===== config.mk =====
export PLATFORM = sky130hd
export DESIGN_NAME = clk_fail_switch_ctrl_flat
export DESIGN_NICKNAME = d
export VERILOG_FILES = /design/src/rtl/clk_fail_switch_ctrl_pkg.sv /design/src/rtl/clk_fail_switch_ctrl_if.sv /design/src/rtl/clk_fail_switch_ctrl_sync_bit.sv /design/src/rtl/clk_fail_switch_ctrl.sv /design/src/flat_wrapper.sv
export SDC_FILE = /design/constraint.sdc
export NUM_CORES = 1
export LEC_CHECK = 0
export CORE_MARGIN = 2
export CORE_UTILIZATION = 58
export DETAILED_ROUTE_END_ITERATION = 10
export PLACE_DENSITY_LB_ADDON = 0.12
export SETUP_SLACK_MARGIN = 0.02
export SLEW_MARGIN = 20
export SYNTH_ARGS = -nofsm -noshare
export SYNTH_HDL_FRONTEND = slang
export SYNTH_HIERARCHICAL = 1
export SYNTH_SLANG_ARGS = --single-unit

===== constraint.sdc =====
create_clock -name clk_i -period 3.4 [get_ports clk_i]
set_input_delay 0.68 -clock clk_i [delete_from_list [all_inputs] [get_ports clk_i]]
set_output_delay 0.68 -clock clk_i [all_outputs]
set_load 0.02 [all_outputs]

===== src/rtl/clk_fail_switch_ctrl_pkg.sv =====
// Shared types and constants for the clock-failover controller.
//   state_e    : controller states (INIT, ON0, ON1, NO_CLK)
//   FAIL_CNT_W : width of the saturating automatic-failover counter
package clk_fail_switch_ctrl_pkg;

  localparam int FAIL_CNT_W = 8;

  typedef enum logic [1:0] {
    ST_INIT   = 2'd0,
    ST_ON0    = 2'd1,
    ST_ON1    = 2'd2,
    ST_NO_CLK = 2'd3
  } state_e;

endpackage


===== src/rtl/clk_fail_switch_ctrl_if.sv =====
// Control/status bundle between the failover controller and its environment
// (clock toggles, CSR layer and downstream clock mux).
//   Inputs to the controller : clk0_tgl_i, clk1_tgl_i, manual_en_i,
//                              manual_sel_i, revert_en_i
//   Outputs from controller  : select_o, clk0_ok_o, clk1_ok_o, no_clk_o,
//                              switch_pulse_o, fail_cnt_o, state_o (debug)
// Handshake: there is no valid/ready pair. Every signal is a level that is
// sampled (inputs) or updated (outputs) on each rising edge of clk_i; the
// toggle inputs are asynchronous and are synchronized inside the controller.
// modport slave is the controller, modport master is the environment.
interface clk_fail_switch_ctrl_if;
  import clk_fail_switch_ctrl_pkg::*;

  logic                  clk0_tgl_i;
  logic                  clk1_tgl_i;
  logic                  manual_en_i;
  logic                  manual_sel_i;
  logic                  revert_en_i;
  logic                  select_o;
  logic                  clk0_ok_o;
  logic                  clk1_ok_o;
  logic                  no_clk_o;
  logic                  switch_pulse_o;
  logic [FAIL_CNT_W-1:0] fail_cnt_o;
  state_e                state_o;

  modport master (
    output clk0_tgl_i, clk1_tgl_i, manual_en_i, manual_sel_i, revert_en_i,
    input  select_o, clk0_ok_o, clk1_ok_o, no_clk_o, switch_pulse_o,
           fail_cnt_o, state_o
  );

  modport slave (
    input  clk0_tgl_i, clk1_tgl_i, manual_en_i, manual_sel_i, revert_en_i,
    output select_o, clk0_ok_o, clk1_ok_o, no_clk_o, switch_pulse_o,
           fail_cnt_o, state_o
  );

endinterface


===== src/rtl/clk_fail_switch_ctrl_sync_bit.sv =====
// Single-bit multi-flop synchronizer with asynchronous active-high reset.
//   clk_i : destination clock
//   rst_i : asynchronous reset, active high (clears all stages)
//   d_i   : asynchronous input
//   q_o   : synchronized output (last stage)
module sync_bit #(
  parameter int SYNC_STAGES = 2
) (
  input  logic clk_i,
  input  logic rst_i,
  input  logic d_i,
  output logic q_o
);

  logic [SYNC_STAGES-1:0] stg_q;

  always_ff @(posedge clk_i or posedge rst_i) begin
    if (rst_i) stg_q <= '0;
    else       stg_q <= {stg_q[SYNC_STAGES-2:0], d_i};
  end

  assign q_o = stg_q[SYNC_STAGES-1];

endmodule


===== src/rtl/clk_fail_switch_ctrl.sv =====
// Clock-failover controller driving the select of a glitch-free clock mux.
// Measures toggle activity of clk0/clk1 over fixed windows of clk_i, keeps a
// health flag per clock and chooses the mux source (clk0 preferred, optional
// revert, manual override).
//   clk_i : free-running reference clock
//   rst_i : asynchronous reset, active high
//   bus   : clk_fail_switch_ctrl_if.slave (toggles, manual/revert controls,
//           select/health/no_clk/pulse/fail-count status, debug state)
module clk_fail_switch_ctrl
  import clk_fail_switch_ctrl_pkg::*;
#(
  parameter int WIN_CYC     = 1024,
  parameter int MIN_EDGES   = 4,
  parameter int HOLD_WIN    = 2,
  parameter int SYNC_STAGES = 2
) (
  input  logic                  clk_i,
  input  logic                  rst_i,
  clk_fail_switch_ctrl_if.slave bus
);

  localparam int WIN_W = $clog2(WIN_CYC);
  localparam int CNT_W = $clog2(WIN_CYC + 1);
  localparam int EW    = CNT_W + 1;
  localparam int RUN_W = $clog2(HOLD_WIN + 1);
  localparam logic [CNT_W-1:0] CNT_MAX = '1;

  logic [WIN_W-1:0] win_q;
  logic             win_end;
  logic [1:0]       tgl_raw;
  logic [1:0]       ok_flag;
  logic [1:0]       ok_nxt;

  assign win_end = (win_q == WIN_W'(WIN_CYC - 1));
  assign tgl_raw = {bus.clk1_tgl_i, bus.clk0_tgl_i};

  always_ff @(posedge clk_i or posedge rst_i) begin
    if (rst_i)        win_q <= '0;
    else if (win_end) win_q <= '0;
    else              win_q <= win_q + WIN_W'(1);
  end

  // Per-clock health monitor. The edge detector compares the synchronizer
  // output with one further delay flop, so only settled values are XORed.
  for (genvar g = 0; g < 2; g++) begin : g_mon
    logic             tgl_s;
    logic             tgl_d;
    logic             edge_det;
    logic [CNT_W-1:0] edge_cnt_q;
    logic [CNT_W:0]   edges_now;
    logic [RUN_W-1:0] run_q;
    logic [RUN_W-1:0] run_nxt;
    logic             ok_q;

    sync_bit #(.SYNC_STAGES(SYNC_STAGES)) u_sync (
      .clk_i (clk_i),
      .rst_i (rst_i),
      .d_i   (tgl_raw[g]),
      .q_o   (tgl_s)
    );

    assign edge_det  = tgl_s ^ tgl_d;
    // The window-end decision includes an edge seen in that last cycle.
    assign edges_now = {1'b0, edge_cnt_q} + {{CNT_W{1'b0}}, edge_det};

    always_comb begin
      run_nxt = '0;
      if (edges_now >= EW'(MIN_EDGES)) begin
        run_nxt = (run_q == RUN_W'(HOLD_WIN)) ? run_q : run_q + RUN_W'(1);
      end
    end

    // Health value being registered this cycle; the FSM decides on it.
    assign ok_nxt[g]  = win_end ? (run_nxt == RUN_W'(HOLD_WIN)) : ok_q;
    assign ok_flag[g] = ok_q;

    always_ff @(posedge clk_i or posedge rst_i) begin
      if (rst_i) begin
        tgl_d      <= 1'b0;
        edge_cnt_q <= '0;
        run_q      <= '0;
        ok_q       <= 1'b0;
      end else begin
        tgl_d <= tgl_s;
        if (win_end) begin
          edge_cnt_q <= '0;
          run_q      <= run_nxt;
          ok_q       <= ok_nxt[g];
        end else if (edge_det && (edge_cnt_q != CNT_MAX)) begin
          edge_cnt_q <= edge_cnt_q + CNT_W'(1);
        end
      end
    end
  end

  // Source-selection FSM
  state_e                state_q, state_d;
  logic                  sel_q, sel_d;
  logic                  pulse_q;
  logic                  count_fail;
  logic [FAIL_CNT_W-1:0] fail_q;

  always_comb begin
    state_d    = state_q;
    count_fail = 1'b0;
    if (bus.manual_en_i) begin
      // Manual selection overrides any auto result, even at window end.
      state_d = bus.manual_sel_i ? ST_ON1 : ST_ON0;
    end else if (win_end) begin
      case (state_q)
        ST_ON0: begin
          if (!ok_nxt[0]) begin
            state_d    = ok_nxt[1] ? ST_ON1 : ST_NO_CLK;
            count_fail = 1'b1;
          end
        end
        ST_ON1: begin
          // A clk1 failure counts even when revert would also pick clk0.
          if (!ok_nxt[1]) begin
            state_d    = ok_nxt[0] ? ST_ON0 : ST_NO_CLK;
            count_fail = 1'b1;
          end else if (ok_nxt[0] && bus.revert_en_i) begin
            state_d = ST_ON0;
          end
        end
        default: begin
          // INIT and NO_CLK: clk0 wins when both become usable together.
          if (ok_nxt[0])      state_d = ST_ON0;
          else if (ok_nxt[1]) state_d = ST_ON1;
        end
      endcase
    end
  end

  always_comb begin
    case (state_d)
      ST_ON1:    sel_d = 1'b1;
      ST_NO_CLK: sel_d = sel_q;
      default:   sel_d = 1'b0;
    endcase
  end

  always_ff @(posedge clk_i or posedge rst_i) begin
    if (rst_i) begin
      state_q <= ST_INIT;
      sel_q   <= 1'b0;
      pulse_q <= 1'b0;
      fail_q  <= '0;
    end else begin
      state_q <= state_d;
      sel_q   <= sel_d;
      pulse_q <= (sel_d != sel_q);
      if (count_fail && (fail_q != '1)) fail_q <= fail_q + FAIL_CNT_W'(1);
    end
  end

  assign bus.select_o       = sel_q;
  assign bus.clk0_ok_o      = ok_flag[0];
  assign bus.clk1_ok_o      = ok_flag[1];
  assign bus.no_clk_o       = (state_q == ST_NO_CLK);
  assign bus.switch_pulse_o = pulse_q;
  assign bus.fail_cnt_o     = fail_q;
  assign bus.state_o        = state_q;

endmodule

===== src/flat_wrapper.sv =====
// flat-port wrapper written by rule: the top's interface ports become plain ports
module clk_fail_switch_ctrl_flat import clk_fail_switch_ctrl_pkg::*;
#(
  parameter int WIN_CYC     = 1024,
  parameter int MIN_EDGES   = 4,
  parameter int HOLD_WIN    = 2,
  parameter int SYNC_STAGES = 2
)
  (clk_i, rst_i, bus_clk0_tgl_i, bus_clk1_tgl_i, bus_manual_en_i, bus_manual_sel_i, bus_revert_en_i, bus_select_o, bus_clk0_ok_o, bus_clk1_ok_o, bus_no_clk_o, bus_switch_pulse_o, bus_fail_cnt_o, bus_state_o);
  clk_fail_switch_ctrl_if bus_i ();
  input  logic clk_i;
  input  logic rst_i;
  input wire logic [$bits(bus_i.clk0_tgl_i)-1:0] bus_clk0_tgl_i;
  input wire logic [$bits(bus_i.clk1_tgl_i)-1:0] bus_clk1_tgl_i;
  input wire logic [$bits(bus_i.manual_en_i)-1:0] bus_manual_en_i;
  input wire logic [$bits(bus_i.manual_sel_i)-1:0] bus_manual_sel_i;
  input wire logic [$bits(bus_i.revert_en_i)-1:0] bus_revert_en_i;
  output wire logic [$bits(bus_i.select_o)-1:0] bus_select_o;
  output wire logic [$bits(bus_i.clk0_ok_o)-1:0] bus_clk0_ok_o;
  output wire logic [$bits(bus_i.clk1_ok_o)-1:0] bus_clk1_ok_o;
  output wire logic [$bits(bus_i.no_clk_o)-1:0] bus_no_clk_o;
  output wire logic [$bits(bus_i.switch_pulse_o)-1:0] bus_switch_pulse_o;
  output wire logic [$bits(bus_i.fail_cnt_o)-1:0] bus_fail_cnt_o;
  output wire logic [$bits(bus_i.state_o)-1:0] bus_state_o;
  assign bus_i.clk0_tgl_i = bus_clk0_tgl_i;
  assign bus_i.clk1_tgl_i = bus_clk1_tgl_i;
  assign bus_i.manual_en_i = bus_manual_en_i;
  assign bus_i.manual_sel_i = bus_manual_sel_i;
  assign bus_i.revert_en_i = bus_revert_en_i;
  assign bus_select_o = bus_i.select_o;
  assign bus_clk0_ok_o = bus_i.clk0_ok_o;
  assign bus_clk1_ok_o = bus_i.clk1_ok_o;
  assign bus_no_clk_o = bus_i.no_clk_o;
  assign bus_switch_pulse_o = bus_i.switch_pulse_o;
  assign bus_fail_cnt_o = bus_i.fail_cnt_o;
  assign bus_state_o = bus_i.state_o;
  clk_fail_switch_ctrl #(.WIN_CYC(WIN_CYC), .MIN_EDGES(MIN_EDGES), .HOLD_WIN(HOLD_WIN), .SYNC_STAGES(SYNC_STAGES)) u_core (.clk_i(clk_i), .rst_i(rst_i), .bus(bus_i));
endmodule

==> metrics.md, run 1 <==
| Metric | Value |
|---|---|
| Outcome | finished, final reports clean |
| Clock tree buffer depth | 2 |
| TritonCTS Buffers | 5 |
| Number of I/O pins | 22 |
| Worst Setup Start Kind | flop |
| # hold bufs at CTS | 0 |
| Vias in the first global route | between 2,000 and 2,500 |
| Fin crit period | slightly above 3000 ps |
| CTS tree | built |
| Critical Path AT | 3270 ps |
| Die ar. | 5850 um^2 |
| Total GRT Usage | 0.194 |
| Syn avg cell area | 10.1 um^2 |
| HPWL after detailed placement | roughly 3800 um |
| Required time worst endpoint | between 3000 and 4000 ps |
| Final Hold Viols | 0 |
| Routed vias/inst | roughly 5.6 |
| Clk slew on worst S/H paths | 100 ps |
| First-pass GRT wire length | between 9000 and 10,000 um |
| PostCTS Resize Cnt | 0 |
| Worst Setup End Kind | flop |
| Postcts setup bufs | 0 |
| Syn nets | approximately 320 |
| Synth cell types | 62 |
| H-Tree Level Count | 2 |
| Final setup fails | 0 |
| Antenna cells | 0 |
| Path category of the worst min-delay check | reg2reg |
| Latest clock arrival within the worst-skew pair | approximately 300 ps |
| Yosys reg bits | 56 |
| WL/cell | 13.9 um |
| Most frequent cell after synthesis | dfrtp_1 |
| Relative slew slack | 0.647 |
| Sequential-to-total area share from yosys stat | 0.460 |
| FMAX | about 330 MHz |
| Antenna Nets Post-Route | 0 |
| Finished layout cell area | roughly 3400 um^2 |
| Grt total ovfl | 0 |
| Skew final | around 6.5 ps |
| Total core area | between 5000 and 6000 um^2 |
| Starting Density | 0.601 |
| Syn Std Cell Area | 3050 um^2 |
| Slowest cell delay on critical path | ~400 ps |
| Cell taking the most area after synthesis | dfrtp_1 |
| Final WL | roughly 5400 um |
| Worst slew pin tran | between 500 and 600 ps |
| Port bufs | 21 |
| Max stage delay cell, worst path | dfrtp_1 |
| Die X | 76.5 um |
| Drt pass-1 iters | 4 |
| Via count | 2,190 |
| Top-area cell type share of the netlist area | 0.460 |
| FFs w/ async S/R, synth | 1.00 |
| Initial antenna violation count | 0 |
| Clk sinks | 56 |
| DR iter-0 viols | 94 |
| Most common flop cell mapped by yosys | dfrtp_1 |
| Tcrit/Tclk final | 0.903 |
| Pleak | ~1.5 nW |
| Num rows | 26 |
| Critical Path, Cell by Cell | xor2_1 > ha_1 > ha_1 > and3_1 > a41o_1 > a2111oi_2 > and3_2 > o211ai_2 > a311oi_1 > a221o_1 > nor3b_1 > a211o_1 |
| RePlAce Congestion | around 0.84 |
| Top post-synthesis cells by count | dfrtp_1, nor2_1, nand2_1, xnor2_1, nand3_1 |
| Drc violations | 0 |
| Largest net degree at the start of global routing | 31 |
| EDFF count, synth | 0 |
| Syn Inst Count | ~300 |
| RSZ-0062 raised after global routing | false |
| Post-DP Area | 3290 um^2 |
| CTS root buf | clkbuf_8 |
| Max Cap Viol | 0 |
| Synthesis Warnings | 6 |
| Final-report max-slew violation count | 0 |
| Die Y | ~76 um |
| Worst path most repeated cell | ha_1 |
| Maximum vdd drop | about 0.00032 V |
| Critical path class | reg2reg |
| Power Density | ~490 nW/um^2 |
| Layout cells sized above 1 | 0.0779 |
| Total Nets Final | 341 |
| Max FO, Critical Path | 4 |
| Final TNS setup | 0 ps |
| Filler cells | 443 |
| Layout area overhead | 10.8% |
| Dominant cells by area after synthesis | dfrtp_1, ha_1, xnor2_1 |
metal layers:
layer,vias to the layer above,routed length (um),part of all wire,track usage
li1,1091,-,-,-
met1,1061,2720,0.50,0.272
met2,33,2490,0.46,0.318
met3,5,165,0.030,0.0284
met4,0,54,0.0099,0.0491
met5,-,0,0,0
area by class of cell:
cell class,count,area [um^2],area share
well taps,70,87.6,0.0259
clock buffers,8,90.1,0.0267
flip-flops and latches,56,1400,0.415
inverters,14,52.6,0.0156
repair buffers,24,233,0.0689
multi-input cells,219,1510,0.448
cells in the final DEF (no fill, tap or decap), types with 2 or more instances in the layout:
cell type,count
o21a_1,2
nand4_1,10
o21ai_0,8
and4_1,3
dfrtp_1,56
nand3_1,17
xor2_1,16
nor4_1,4
mux2i_1,3
buf_4,3
ha_1,14
and3_1,5
clkbuf_8,6
xnor2_1,19
nor3_1,8
inv_1,13
clkbuf_1,2
nor2b_1,4
nand2b_1,4
nor2_1,36
a21oi_1,4
mux2_2,2
a311oi_1,3
o31ai_1,2
clkdlybuf4s50_1,21
nand2_1,19
worst paths after layout:
kind / startpoint / endpoint / slack (ps) / cells after the start
max: u_core/g_mon[1].u_sync/stg_q[1] / u_core/bus.switch_pulse_o / 330 / 12
min: u_core/g_mon[0].u_sync/stg_q[0] / u_core/g_mon[0].u_sync/stg_q[1] / 370 / 0
max reg2reg: u_core/g_mon[1].u_sync/stg_q[1] / u_core/bus.switch_pulse_o / 330 / 12
min reg2reg: u_core/g_mon[0].u_sync/stg_q[0] / u_core/g_mon[0].u_sync/stg_q[1] / 370 / 0
max in group asynchronous: rst_i / u_core/bus.select_o / 2120 / 3
min in group asynchronous: rst_i / u_core/g_mon[0].u_sync/stg_q[1] / 590 / 2
power breakdown:
| part | internal [mW] | switching, mW |
|---|---|---|
| logic | 0.200 | 0.198 |
| registers | 0.751 | 0.152 |
| clock network | 0.167 | 0.204 |
| total | 1.12 | 0.553 |
sequential cells by signal, indices dropped and copies added, names as in the netlist:
name,flops
u_core/bus.clk0_ok_o,1
u_core/g_mon.u_sync/stg_q,4
u_core/bus.state_o,2
u_core/win_q,10
u_core/bus.switch_pulse_o,1
u_core/bus.select_o,1
u_core/bus.clk1_ok_o,1
u_core/g_mon.run_q,4
u_core/g_mon.tgl_d,2
u_core/bus.fail_cnt_o,8
u_core/g_mon.edge_cnt_q,22
worst max-delay path, delay by kind of cell (launching register included):
kind / cells / cell delay, ps
compound gates: 6 / 1460
simple gates: 3 / 550
fa+ha+maj: 2 / 410
flops: 1 / 400
xor+xnor: 1 / 170
metrics by stage:
stage	hold WS [ps]	utilization	std cells	total power, mW	setup WS, ps
2_1_floorplan	331	-	303	1.25	519
3_3_place_gp	346	0.648	383	1.30	398
6_report	366	0.665	391	1.67	330
4_1_cts	369	0.665	391	1.69	320
3_5_place_dp	348	0.648	383	1.32	328
5_1_grt	378	0.665	391	1.79	97.4
cells by family (layout without fill, tap and decap cells):
logic type      count (synthesis)  in the layout  share of synthesized area
xor+xnor                       35             35                      0.101
fa+ha+maj                      14             14                     0.0575
flops                          56             56                      0.460
simple gates                  124            124                      0.209
compound gates                 41             41                      0.111
mux                             5              5                     0.0172
buf+inv                        28             46                     0.0447
(Power assumes the default switching activity.)
==> run 2, diff against run 1 <==
CORE_UTILIZATION = 59   (was 58)
SYNTH_HIERARCHICAL = default   (was 1)
==> run 2 against run 1 <==
Compared with the run above: synthesized cell count is 3.3% higher; via count increased by 6.8%; largest cell class unchanged; routed wire length rose by 10%; fmax fell by 8.9%; critical endpoint is now u_core.bus.fail_cnt_o[1]; final cell count rose by 3.8%; clock skew about the same; register-to-register slack got worse by 300 ps; utilization grew 3.4 points; hold slack worse by 8.7 ps.
==> metrics.md, run 2 <==
| Metric | Value |
|---|---|
| Skew final | 6.06 ps (-0.470 ps) |
| Final Hold Viols | 0 (unchanged) |
| Most common flop cell mapped by yosys | dfrtp_1 |
| Starting Density | 0.607 (+0.00616) |
| Max Cap Viol | 0 (unchanged) |
| Filler cells | 400 (-9.7%) |
| Die Y | 76.2 um (-0.33%) |
| Worst Setup Start Kind | flop |
| Max FO, Critical Path | 8 (+4) |
| First-pass GRT wire length | 10,400 um (+11%) |
| Grt total ovfl | 0 (unchanged) |
| Cell taking the most area after synthesis | dfrtp_1 |
| DR iter-0 viols | 103 (+9.6%) |
| # hold bufs at CTS | 0 (unchanged) |
| Critical Path, Cell by Cell | xor2_2 > ha_2 > and4_4 > and4_4 > o41a_1 > or4_4 > a221o_1 > a2111oi_4 > buf_6 > mux2_4 |
| Max stage delay cell, worst path | or4_4 |
| Biggest register | u_core.g_mon.edge_cnt_q |
| CTS tree | built |
| Die ar. | 5810 um^2 (-0.65%) |
| Layout Utilization | 0.699 (+0.0340) |
| Commonest non-fill, non-tap cell in the layout | dfrtp_1 |
| Synthesis Warnings | 0 (-6) |
| Die X | 76.2 um (-0.33%) |
| HPWL after detailed placement | 4120 um (+8.4%) |
| Syn Inst Count | 313 (+3.3%) |
| Total GRT Usage | 0.218 (+0.0240) |
| Layout cells sized above 1 | 0.107 (+0.0293) |
| Drt pass-1 iters | 4 (unchanged) |
| WL/cell | 14.8 um (+6.3%) |
| Top post-synthesis cells by count | dfrtp_1, nor2_1, nand2_1 |
| RePlAce Congestion | 0.898 (+7.4%) |
| Vias in the first global route | 2,202 (+6.3%) |
| RSZ-0062 raised after global routing | true |
| Clk slew on worst S/H paths | 100 ps (about the same) |
| Latest clock arrival within the worst-skew pair | 310 ps (about the same) |
| FMAX | 297 MHz (-8.9%) |
| Kind of cell adding the most delay to the critical path | compound AO/OA/AOI/OAI gates |
| Drc violations | 0 (unchanged) |
| Dominant cells by area after synthesis | dfrtp_1, ha_1, xnor2_1 |
| Path category of the worst min-delay check | reg2reg |
| Post-DP Area | 3380 um^2 (+2.9%) |
| Largest net degree at the start of global routing | 36 (+16%) |
| Top-area cell type share of the netlist area | 0.455 (-0.00467) |
| Via count | 2,338 (+6.8%) |
| Most frequent cells in the layout | dfrtp_1, nor2_1, nand2_1 |
| Worst Setup End Kind | flop |
| Syn avg cell area | 9.84 um^2 (-2.2%) |
| Synth cell types | 51 (-18%) |
| Layout area overhead | 15.3% |
| Worst path most repeated cell | and4_4 |
| Syn nets | 334 (+3.1%) |
| Clk sinks | 56 (unchanged) |
| H-Tree Level Count | 2 (unchanged) |
| Routed vias/inst | 5.76 (+2.8%) |
| Worst slew pin tran | 565 ps (+40.5 ps) |
| Yosys reg bits | 56 (unchanged) |
| Port bufs | 21 (unchanged) |
| Power Density | 512 nW/um^2 (+3.6%) |
| TritonCTS Buffers | 5 (unchanged) |
| EDFF count, synth | 0 (unchanged) |
| Clock tree buffer depth | 2 (unchanged) |
| Required time worst endpoint | 3600 ps (about the same) |
| Relative slew slack | 0.621 (-0.0255) |
| Total core area | 5070 um^2 (unchanged) |
| Critical Path AT | 3570 ps (+300 ps) |
| Maximum vdd drop | 0.000365 V (+14%) |
| FFs w/ async S/R, synth | 1.00 (unchanged) |
| Final-report max-slew violation count | 0 (unchanged) |
| Tcrit/Tclk final | 0.991 (+0.0884) |
| Sequential-to-total area share from yosys stat | 0.455 (-0.00467) |
| CTS root buf | clkbuf_8 |
| Critical path class | reg2reg |
| Slowest cell delay on critical path | 520 ps (+120 ps) |
| Final WL | 5990 um (+10%) |
| Pleak | 1.52 nW (+3.0%) |
| Antenna Nets Post-Route | 0 (unchanged) |
| Finished layout cell area | 3550 um^2 (+5.1%) |
| Max reg flops | 22 (unchanged) |
| Fin crit period | 3370 ps (+301 ps) |
| Outcome | finished, final reports clean |
| Buf/Inv on CP | 1 (+1) |
| Most frequent cell after synthesis | dfrtp_1 |
| Final setup fails | 0 (unchanged) |
| Total Nets Final | 356 (+4.4%) |
| Number of I/O pins | 22 (unchanged) |
| Initial antenna violation count | 0 (unchanged) |
| Num rows | 26 (unchanged) |
| Antenna cells | 0 (unchanged) |
| Syn Std Cell Area | 3080 um^2 (+1.0%) |
-- run 2: timing repair --
item,in CTS,in global routing
endpoints found under the setup margin,6,9
pin swaps,5,10
buffers inserted,1,2
gates resized for setup,2,5
-- run 2: cells by family (layout without fill, tap and decap cells) --
logic type / count (synthesis) / in the layout / synth area share
multiplexers: 5 / 5 / 0.0171
AND/OR/NAND/NOR: 122 / 122 / 0.211
flip-flops: 56 / 56 / 0.455
AO/OA/AOI/OAI: 54 / 54 / 0.128
buffers and inverters: 30 / 53 / 0.0410
XOR/XNOR: 32 / 32 / 0.0910
adder cells (fa/ha/maj): 14 / 14 / 0.0569
-- run 2: final cells by class --
class | instances | area, um^2 | share of cell area
clock buffer | 6 | 72.6 | 0.0204
clock inverter | 2 | 35.0 | 0.00987
inverter | 15 | 56.3 | 0.0159
multi-input combinational | 227 | 1610 | 0.454
sequential | 56 | 1400 | 0.395
tap | 70 | 87.6 | 0.0247
timing repair buffer | 30 | 285 | 0.0804
-- run 2: power by group --
part           internal [mW]  switching, mW  total (mW)
Sequential             0.753          0.172       0.925
Combinational          0.225          0.237       0.462
Clock                  0.219          0.213       0.432
Total                   1.20          0.621        1.82
-- run 2: path summary, 6_finish.rpt --
check	from	end	slack [ps]	depth (start not counted)
worst max-delay path	u_core.g_mon[0].u_sync.stg_q[1]	u_core.bus.fail_cnt_o[1]	30	10
worst min-delay path	u_core.g_mon[1].u_sync.stg_q[0]	u_core.g_mon[1].u_sync.stg_q[1]	360	0
worst max register to register	u_core.g_mon[0].u_sync.stg_q[1]	u_core.bus.fail_cnt_o[1]	30	10
worst min register to register	u_core.g_mon[1].u_sync.stg_q[0]	u_core.g_mon[1].u_sync.stg_q[1]	360	0
max in group asynchronous	rst_i	u_core.bus.fail_cnt_o[6]	1910	3
min in group asynchronous	rst_i	u_core.g_mon[0].edge_cnt_q[1]	680	2
-- run 2: layer usage --
metal / vias up / GRT usage / routed length [um]
li1: 1155 / - / -
met1: 1146 / 0.296 / 2870
met2: 33 / 0.361 / 2920
met3: 4 / 0.0438 / 154
met4: 0 / 0.0545 / 43
met5: - / 0 / 0
-- run 2: stage by stage --
step	power (mW)	hold WS, ps	setup WS, ps	TNS, ps	std cells
after global placement	1.35	334	60.8	0	395
after floorplan	1.26	331	40.3	0	313
after detailed placement	1.37	337	-25.0	-25.0	395
after CTS	1.81	360	21.2	0	404
after global routing	1.93	362	-88.7	-535	406
final	1.82	358	29.6	0	406
==> run 3, diff against run 2 <==
GPL_TIMING_DRIVEN = 1   (was default)
PLACE_DENSITY = 0.78   (was default)
PLACE_DENSITY_LB_ADDON = default   (was 0.12)
==> run 3 against run 2 <==
Compared with the run above: critical endpoint is now u_core.bus.fail_cnt_o[2]; highest routed layer unchanged; die area stayed put; total power is 3.7% lower; first-iteration DRC count is 78% higher; routed wire length is 1.9% lower; via count is 0.56% higher.
==> metrics.md, run 3 (synthesis results as in run 2) <==
| Metric | Value |
|---|---|
| Layout area overhead | 15.8% |
| R2r endpoint | u_core.bus.fail_cnt_o[2] |
| Post-DP Area | 3400 um^2 (+0.67%) |
| Die Y | 76.2 um (unchanged) |
| Layout cells sized above 1 | 0.127 (+0.0197) |
| Starting Density | 0.607 (unchanged) |
| Grt total ovfl | 0 (unchanged) |
| Worst Setup Start Kind | flop |
| Skew final | 5.32 ps (-0.744 ps) |
| Routed vias/inst | 5.75 (-0.18%) |
| Clk slew on worst S/H paths | 100 ps (about the same) |
| WL/cell | 14.4 um (-2.7%) |
| Outcome | finished, final reports clean |
| Final Hold Viols | 0 (unchanged) |
| HPWL after detailed placement | 4260 um (+3.3%) |
| Final setup fails | 0 (unchanged) |
| Internal | 1.13 mW (-5.5%) |
| Drc violations | 0 (unchanged) |
| Critical Path End | u_core.bus.fail_cnt_o[2] |
| Via count | 2,351 (+0.56%) |
| Part of the power in combinational logic | 0.268 (+0.014) |
| Maximum vdd drop | 0.000307 V (-16%) |
| Tcrit/Tclk final | 0.988 (-0.00353) |
| Final TNS setup | 0 ps (unchanged) |
| RSZ-0062 raised after global routing | true |
| Critical path class | reg2reg |
| Final-report max-slew violation count | 0 (unchanged) |
| Num rows | 26 (unchanged) |
| Port bufs | 21 (unchanged) |
| Pleak | 1.55 nW (+2.3%) |
| Clk pwr share | 0.206 (-0.031) |
| Launch point of the worst reg-to-reg path | u_core.g_mon[0].u_sync.stg_q[1] |
| Biggest register | u_core.g_mon.edge_cnt_q |
| First-pass GRT wire length | 10,600 um (+1.7%) |
| Worst slew pin tran | 701 ps (+136 ps) |
| Largest net degree at the start of global routing | 35 (-2.8%) |
| Die X | 76.2 um (unchanged) |
| FMAX | 298 MHz (+0.36%) |
| Sw Share | 0.354 (+0.0127) |
| Clock tree buffer depth | 2 (unchanged) |
| Required time worst endpoint | 3600 ps (about the same) |
| CTS root buf | clkbuf_8 |
| Max FO, Critical Path | 8 (unchanged) |
| H-Tree Level Count | 2 (unchanged) |
| Drt pass-1 iters | 4 (unchanged) |
| Filler cells | 390 (-2.5%) |
| Latest clock arrival within the worst-skew pair | 310 ps (about the same) |
| Finished layout cell area | 3560 um^2 (+0.42%) |
| Share of total power in sequential cells | 0.526 (+0.018) |
| Total GRT Usage | 0.219 (+0.00112) |
| RePlAce Congestion | 0.809 (-10%) |
| Number of I/O pins | 22 (unchanged) |
| TritonCTS Buffers | 5 (unchanged) |
| CP startpoint | u_core.g_mon[0].u_sync.stg_q[1] |
| Total Nets Final | 359 (+0.84%) |
| Most frequent cells in the layout | dfrtp_1, nor2_1, nand2_1 |
| Relative slew slack | 0.532 (-0.0896) |
| Initial antenna violation count | 0 (unchanged) |
| Vias in the first global route | 2,332 (+5.9%) |
| Antenna Nets Post-Route | 0 (unchanged) |
| Max reg flops | 22 (unchanged) |
| R2R cell count | 12 (+2) |
| Worst Setup End Kind | flop |
| Total core area | 5070 um^2 (unchanged) |
| Commonest non-fill, non-tap cell in the layout | dfrtp_1 |
| Power Density | 491 nW/um^2 (-4.1%) |
| Fin crit period | 3360 ps (-12.0 ps) |
| Switch Pwr | 0.621 mW (-0.10%) |
| CTS tree | built |
| Clk sinks | 56 (unchanged) |
| Critical Path AT | 3560 ps (about the same) |
| R2R setup slack | 40 ps (about the same) |
| Max Cap Viol | 0 (unchanged) |
| Final WL | 5880 um (-1.9%) |
| Path category of the worst min-delay check | reg2reg |
| DR iter-0 viols | 183 (+78%) |
| # hold bufs at CTS | 0 (unchanged) |
| Die ar. | 5810 um^2 (unchanged) |
| Antenna cells | 0 (unchanged) |
## run 3: critical path: stages (launching register included)
cell and delay (ps):
dfrtp_1 420, xor2_2 230, ha_2 230, ha_4 160
nand3_4 90, o41a_1 450, or4_4 520, a221o_1 380
a2111oi_4 310, buf_6 180, buf_4 120, nand2_4 50
xnor2_2 130
## run 3: worst min-delay path by stage
stage / cells past startpoint / end / slack (ps) / from
2_1_floorplan: 0 / u_core.g_mon[0].u_sync.stg_q[1] / 330 / u_core.g_mon[0].u_sync.stg_q[0]
3_3_place_gp: 0 / u_core.g_mon[1].u_sync.stg_q[1] / 340 / u_core.g_mon[1].u_sync.stg_q[0]
3_5_place_dp: 0 / u_core.g_mon[1].u_sync.stg_q[1] / 340 / u_core.g_mon[1].u_sync.stg_q[0]
4_1_cts: 0 / u_core.g_mon[1].u_sync.stg_q[1] / 360 / u_core.g_mon[1].u_sync.stg_q[0]
5_1_grt: 0 / u_core.g_mon[1].u_sync.stg_q[1] / 370 / u_core.g_mon[1].u_sync.stg_q[0]
6_report: 0 / u_core.g_mon[1].u_sync.stg_q[1] / 360 / u_core.g_mon[1].u_sync.stg_q[0]
## run 3: power by group through the flow
stage	Clock, mW	Sequential (mW)	Combinational [mW]
after floorplan	0	0.849	0.414
after global placement	0	0.922	0.437
after detailed placement	0	0.929	0.457
after CTS	0.372	0.916	0.460
after global routing	0.401	0.944	0.538
final	0.360	0.922	0.469
## run 3: metrics by stage
| step | hold slack, ps | instances | setup WS (ps) | power [mW] | util |
|---|---|---|---|---|---|
| 2_1_floorplan | 331 | 313 | 40.3 | 1.26 | - |
| 3_3_place_gp | 338 | 398 | 67.9 | 1.36 | 0.671 |
| 3_5_place_dp | 336 | 398 | -46.1 | 1.39 | 0.671 |
| 4_1_cts | 358 | 407 | 41.2 | 1.75 | 0.693 |
| 5_1_grt | 375 | 409 | -95.3 | 1.88 | 0.702 |
| 6_report | 356 | 409 | 41.6 | 1.75 | 0.702 |
## run 3: metal layers
| layer | GRT usage | wire [um] | up-vias |
|---|---|---|---|
| li1 | - | - | 1165 |
| met1 | 0.298 | 2760 | 1144 |
| met2 | 0.363 | 2900 | 38 |
| met3 | 0.0403 | 180 | 4 |
| met4 | 0.0582 | 41 | 0 |
| met5 | 0 | 0 | - |
## run 3: what timing repair did
action / 4_1_cts / 5_1_grt
pin swaps: 2 / 10
setup buffers: 1 / 2
gates resized for setup: 2 / 8
endpoints found under the setup margin: 7 / 10
cloned: 0 / 0
## run 3: area by class of cell
| cell class | count | area [um^2] | share of cell area |
|---|---|---|---|
| clock buffer | 5 | 68.8 | 0.0193 |
| clock inverter | 3 | 22.5 | 0.00632 |
| inverter | 15 | 56.3 | 0.0158 |
| multi-input combinational | 227 | 1620 | 0.456 |
| sequential | 56 | 1400 | 0.393 |
| tap | 70 | 87.6 | 0.0246 |
| timing repair buffer | 33 | 304 | 0.0853 |
